==> src/rtl/spi_host_shift.sv <==
// spi_host_shift: byte-level half-duplex 3-wire SPI engine (mode 0).
// Accepts one byte command per valid/ready handshake, shifts it out or in,
// and keeps chip select low across commands until a 'last' byte completes.
// Optional feature: define SPI_HOST_LSB_FIRST_EN to add cmd_lsb_first_i,
// which selects LSB-first shifting per command.
module spi_host_shift #(
  parameter int ClkDivWidth = 8
) (
  input  logic                   clk_i,
  input  logic                   rst_ni,
  input  logic [ClkDivWidth-1:0] clkdiv_i,
  input  logic                   cmd_valid_i,
  output logic                   cmd_ready_o,
  input  logic [7:0]             cmd_data_i,
  input  logic                   cmd_dir_i,
  input  logic                   cmd_last_i,
`ifdef SPI_HOST_LSB_FIRST_EN
  input  logic                   cmd_lsb_first_i,
`endif
  output logic                   rx_valid_o,
  output logic [7:0]             rx_data_o,
  output logic                   busy_o,
  output logic                   cs_o,
  output logic                   sclk_o,
  output logic                   sdioz_o,
  input  logic                   sdio_i,
  output logic                   sdio_o
);

  typedef enum logic [2:0] {
    StIdle,
    StLow,
    StHigh,
    StWait,
    StHold
  } state_e;

  state_e                 state_q, state_d;
  logic [ClkDivWidth-1:0] cnt_q, cnt_d;
  logic [ClkDivWidth-1:0] div_q, div_d;
  logic [7:0]             data_q, data_d;
  logic [2:0]             idx_q, idx_d;
  logic                   dir_q, dir_d;
  logic                   last_q, last_d;
  logic                   lsb_q, lsb_d;
  logic                   rx_valid_q, rx_valid_d;
  logic [7:0]             rx_data_q, rx_data_d;
  logic                   cs_q, cs_d;
  logic                   sclk_q, sclk_d;
  logic                   sdioz_q, sdioz_d;
  logic                   sdio_q, sdio_d;
  logic                   ready_q, ready_d;
  logic                   busy_q, busy_d;

  logic                   accept;
  logic                   cmd_lsb_first;
  logic [2:0]             pos_q, pos_d;
  logic                   drive_d;

`ifdef SPI_HOST_LSB_FIRST_EN
  assign cmd_lsb_first = cmd_lsb_first_i;
`else
  assign cmd_lsb_first = 1'b0;
`endif

  assign accept = cmd_valid_i & ready_q;

  // The same bit position serves both transmit and receive: the first bit on
  // the wire is index 7, which maps to data bit 0 when shifting LSB first.
  assign pos_q = lsb_q ? ~idx_q : idx_q;
  assign pos_d = lsb_d ? ~idx_d : idx_d;

  // Next-state, datapath and registered-output decode.
  always_comb begin
    // NOTE: every signal written here gets a default first, so no path can leave it unassigned and infer a latch.
    state_d    = state_q;
    cnt_d      = cnt_q;
    div_d      = div_q;
    data_d     = data_q;
    idx_d      = idx_q;
    dir_d      = dir_q;
    last_d     = last_q;
    lsb_d      = lsb_q;
    rx_valid_d = 1'b0;
    rx_data_d  = rx_data_q;

    unique case (state_q)
      StIdle, StWait: begin
        if (accept) begin
          data_d  = cmd_data_i;
          dir_d   = cmd_dir_i;
          last_d  = cmd_last_i;
          lsb_d   = cmd_lsb_first;
          div_d   = clkdiv_i;
          cnt_d   = clkdiv_i;
          idx_d   = 3'd7;
          state_d = StLow;
        end
      end
      StLow: begin
        if (cnt_q == '0) begin
          // Sample on the same edge that raises sclk_o.
          if (dir_q) data_d[pos_q] = sdio_i;
          cnt_d   = div_q;
          state_d = StHigh;
        end else begin
          cnt_d = cnt_q - 1'b1;
        end
      end
      StHigh: begin
        if (cnt_q == '0) begin
          cnt_d = div_q;
          if (idx_q != 3'd0) begin
            idx_d   = idx_q - 3'd1;
            state_d = StLow;
          end else begin
            if (dir_q) begin
              rx_valid_d = 1'b1;
              rx_data_d  = data_q;
            end
            state_d = last_q ? StHold : StWait;
          end
        end else begin
          cnt_d = cnt_q - 1'b1;
        end
      end
      StHold: begin
        if (cnt_q == '0) state_d = StIdle;
        else             cnt_d   = cnt_q - 1'b1;
      end
      default: state_d = StIdle;
    endcase

    // Pin values are decoded from the next state so the pins come straight
    // from flops and change on the same edge as the state.
    drive_d = ((state_d == StLow) || (state_d == StHigh)) && !dir_d;
    cs_d    = (state_d == StIdle);
    sclk_d  = (state_d == StHigh);
    sdioz_d = !drive_d;
    sdio_d  = drive_d & data_d[pos_d];
    ready_d = (state_d == StIdle) || (state_d == StWait);
    busy_d  = (state_d != StIdle);
  end

  // State, datapath and output registers; reset forces pins idle at once.
  always_ff @(posedge clk_i or negedge rst_ni) begin
    if (!rst_ni) begin
      state_q    <= StIdle;
      cnt_q      <= '0;
      div_q      <= '0;
      data_q     <= '0;
      idx_q      <= 3'd7;
      dir_q      <= 1'b0;
      last_q     <= 1'b0;
      lsb_q      <= 1'b0;
      rx_valid_q <= 1'b0;
      rx_data_q  <= '0;
      cs_q       <= 1'b1;
      sclk_q     <= 1'b0;
      sdioz_q    <= 1'b1;
      sdio_q     <= 1'b0;
      ready_q    <= 1'b1;
      busy_q     <= 1'b0;
    end else begin
      // NOTE: non-blocking assignments so every flop samples pre-edge values.
      state_q    <= state_d;
      cnt_q      <= cnt_d;
      div_q      <= div_d;
      data_q     <= data_d;
      idx_q      <= idx_d;
      dir_q      <= dir_d;
      last_q     <= last_d;
      lsb_q      <= lsb_d;
      rx_valid_q <= rx_valid_d;
      rx_data_q  <= rx_data_d;
      cs_q       <= cs_d;
      sclk_q     <= sclk_d;
      sdioz_q    <= sdioz_d;
      sdio_q     <= sdio_d;
      ready_q    <= ready_d;
      busy_q     <= busy_d;
    end
  end

  assign cmd_ready_o = ready_q;
  assign rx_valid_o  = rx_valid_q;
  assign rx_data_o   = rx_data_q;
  assign busy_o      = busy_q;
  assign cs_o        = cs_q;
  assign sclk_o      = sclk_q;
  assign sdioz_o     = sdioz_q;
  assign sdio_o      = sdio_q;

endmodule

==> config.mk <==
export PLATFORM = sky130hd
export DESIGN_NAME = spi_host_shift
export DESIGN_NICKNAME = d
export VERILOG_FILES = /design/src/rtl/spi_host_shift.sv
export SDC_FILE = /design/constraint.sdc
export NUM_CORES = 1
export LEC_CHECK = 0
export CAP_MARGIN = 0
export CORE_ASPECT_RATIO = 1.1
export CORE_MARGIN = 2
export CORE_UTILIZATION = 40
export DETAILED_ROUTE_END_ITERATION = 8
export GPL_ROUTABILITY_DRIVEN = 1
export PLACE_DENSITY_LB_ADDON = 0.3
export SYNTH_ARGS = -nofsm -noshare
export SYNTH_HDL_FRONTEND = slang
export SYNTH_SLANG_ARGS = --single-unit
==> constraint.sdc <==
create_clock -name clk_i -period 7.7 [get_ports clk_i]
set_input_delay 1.54 -clock clk_i [delete_from_list [all_inputs] [get_ports clk_i]]
set_output_delay 1.54 -clock clk_i [all_outputs]
set_load 0.01 [all_outputs]
==> impl_metrics.yaml <==
drt:
  ant_nets: 0
  viasPerCell: 5.719
  drc: 0
  dr.pass1.iters: 4
  initialDrtViolationCount: 148
  vias: 2665
  detail_route.wl_per_cell_um: 16.48
  routed_wl_mm: 7.679
place:
  pre_cts_ws_ns: 3.956
  globalplace.congestion: 0.8640
  portBuffers: 36
  post_dp_cell_area_um2: 3407
  dp.final_hpwl_mm: 5.407
  placed_cells: 458
cts:
  clock_path_buffers: 2
  cts_resized: 0
  clkSinkCount: 48
  cts_buffers: 5
  htree_levels: 2
  root_buffer: "clkbuf_8"
  hold_buffers: 0
  cts_setup_buffers: 0
  cts_tree: "built"
  worstSkewPairLatency_ns: 0.31
  path_clk_slew_ns: 0.10
hold_path:
  holdPathEnd: "rx_data_o[0]$_DFFE_PN0P_"
  hold_start: "rx_data_o[0]$_DFFE_PN0P_"
  holdPathStages: 2
  holdCritPathClass: "reg -> reg"
flow_run:
  drv_cap: 0
logic_synthesis:
  synth_most_common_cell: "nand2_1"
  syn_inst: 354
  ys.flop_type: "dfrtp_1"
  syn_area_per_cell_um2: 8.532
  syn_area_um2: 3020
  syn_nets: 379
  synth_cell_types: 59
  yosysSeqAreaShare: 0.4002
  synthTopCellsByArea: "dfrtp_1 35%, nand2_1 6.0%, dfstp_2 5.2%, o21ai_0 5.0%, mux2i_1 3.6%"
  synth-edff-count: 0
  synthArstFlopShare: 1.000
  ys_ff_latch: 48
  synth.top_cell.area_share: 0.3480
  yosys.area.top_type: "dfrtp_1"
  ys_warn_count: 0
  synth_common_cells: "48 x nand2_1, 42 x dfrtp_1, 30 x o21ai_0"
sta:
  period_minus_slack_ns: 3.458
  finClkSkew_ns: 0.009214
  fin_ws_ns: 4.242
  worst_slew_pin_slew_ns: 1.083
  finalHoldViolations: 0
  post-route-period-util: 0.4492
  fmax_mhz: 289.1
  finalSetupViolations: 0
  slew_violations: 0
  rsz0062_at_grt: "false"
  worst_hold_slack_ns: 0.4706
  maxSlewHeadroom: 0.2721
  tns_ns: 0
layout:
  nets: 403
  final_layout_size_suffix_gt1_frac: 0.07652
  fin_cells: 466
  syn2layout_area_growth_pct: 15.99
  antenna_cells: 0
  fill_cells: 682
  finish.instance_area_um2: 3503
worst_setup_path:
  timing.rr.end: "sdio_o$_DFF_PN0_"
  path_max_fanout: 4
  crit_slowest_cell: "clkdlybuf4s50_1"
  r2r_cells: 9
  arrival_ns: 3.69
  reg2reg_slack_ns: 4.72
  cp_num_buf_inv: 1
  crit_required_ns: 7.93
  end_kind: "flip-flop"
  max_stage_delay_ns: 0.51
  cp-start-kind: "input pin"
  crit_chain: "clkdlybuf4s50_1 > nor4bb_1 > nor2_1 > a221oi_2 > xor2_1 > nor2b_1 > o2111ai_1 > a22oi_1"
  rr_startpoint: "cnt_q[0]$_DFFE_PN0P_"
  path_class: "in -> reg"
  crit_family: "compound AO/OA/AOI/OAI gates"
die:
  start_util: 0.4087
  die_height_um: 95.14
  die_area_um2: 8262
  top_level_ports: 37
  core_um2: 7391
  rows: 33
  die_w_um: 86.85
global_route:
  first_global_vias: 2640
  grt_use_total: 0.2008
  grt_pass1_wl_mm: 12.96
  antenna_found_initial: 0
  overflow: 0
  grt_max_degree: 49
power:
  power_density_nw_per_um2: 325.3
  leakage_nw: 1.523
  worst_ir_drop_vdd_mv: 0.1678
outcome:
  status: "complete, no violations"
## stage by stage
| stage | power [W] | util |
|---|---|---|
| after floorplan | 0.0008243 | - |
| after global placement | 0.0009598 | 0.4610 |
| after detailed placement | 0.0009743 | 0.4610 |
| after CTS | 0.001142 | 0.4740 |
| after global routing | 0.001241 | 0.4740 |
| final | 0.001140 | 0.4740 |
## worst max-delay path by stage
stage               slack, ns               end   startpoint  depth (start not counted)
global route             4.07  sdio_o$_DFF_PN0_  cmd_valid_i                          8
finish                   4.24  sdio_o$_DFF_PN0_  cmd_valid_i                          8
CTS                      4.27  sdio_o$_DFF_PN0_  cmd_valid_i                          8
detailed placement       3.96  sdio_o$_DFF_PN0_  cmd_valid_i                          8
floorplan                4.71  sdio_o$_DFF_PN0_  cmd_valid_i                          7
global placement         4.04  sdio_o$_DFF_PN0_  cmd_valid_i                          8
## kinds of logic after synthesis
| kind of cell | share of synthesized area |
|---|---|
| and+or+nand+nor | 0.2295 |
| muxes | 0.04764 |
| buffers and inverters | 0.05675 |
| DFF | 0.4002 |
| AOI/OAI and AO/OA | 0.2357 |
| adders and majority gates | 0.01574 |
| xor gates and xnor gates | 0.01450 |
## metal layers
metal  track usage  part of all wire
met4       0.05990             0.015
met3       0.03636             0.037
met5             0                 0
met2        0.3486              0.50
met1        0.2534              0.44
## power by group
part / switching [W] / total, W / internal (W) / leakage, nW
registers: 0.0000964 / 0.000445 / 0.000349 / 0.597
clock network: 0.0000925 / 0.000166 / 0.0000737 / 0.0516
logic: 0.000306 / 0.000529 / 0.000222 / 0.874
## tightest hold or removal path, delay by kind of cell, from the launching register on
kind	cells	cell delay, ns
flip-flops	1	0.35
AND/OR/NAND/NOR	2	0.10
## registers in the layout, summed over array words and instances (netlist names)
| register | cells |
|---|---|
| busy_o | 1 |
| cmd_ready_o | 1 |
| cnt_q | 8 |
| cs_o | 1 |
| data_q | 8 |
| dir_q | 1 |
| div_q | 8 |
| idx_q | 3 |
| last_q | 1 |
| lsb_q | 1 |
| rx_data_o | 8 |
| rx_valid_o | 1 |
| sclk_o | 1 |
| sdio_o | 1 |
| sdioz_o | 1 |
| state_q | 3 |
## cell usage in the layout, fill, tap and decap left out, types with 6 or more instances in the layout
cell,instances
a21o_1,6
a21oi_1,20
a221oi_1,10
a31oi_1,8
and2_1,6
clkbuf_8,6
clkdlybuf4s50_1,35
dfrtp_1,42
dfstp_2,6
inv_1,20
mux2i_1,11
nand2_1,48
nor2_1,20
nor2b_1,8
nor3_1,15
o21ai_0,30
## final cells by class
| type | count | area (µm²) | share of cell area |
|---|---|---|---|
| clock inverter | 2 | 13.76 | 0.003929 |
| sequential | 48 | 1209 | 0.3450 |
| timing repair buffer | 38 | 370.4 | 0.1057 |
| clock buffer | 6 | 82.58 | 0.02357 |
| multi-input combinational | 264 | 1640 | 0.4682 |
| inverter | 21 | 78.83 | 0.02250 |
| tap | 87 | 108.9 | 0.03107 |
Note: power is estimated with default switching activity, not from simulation.
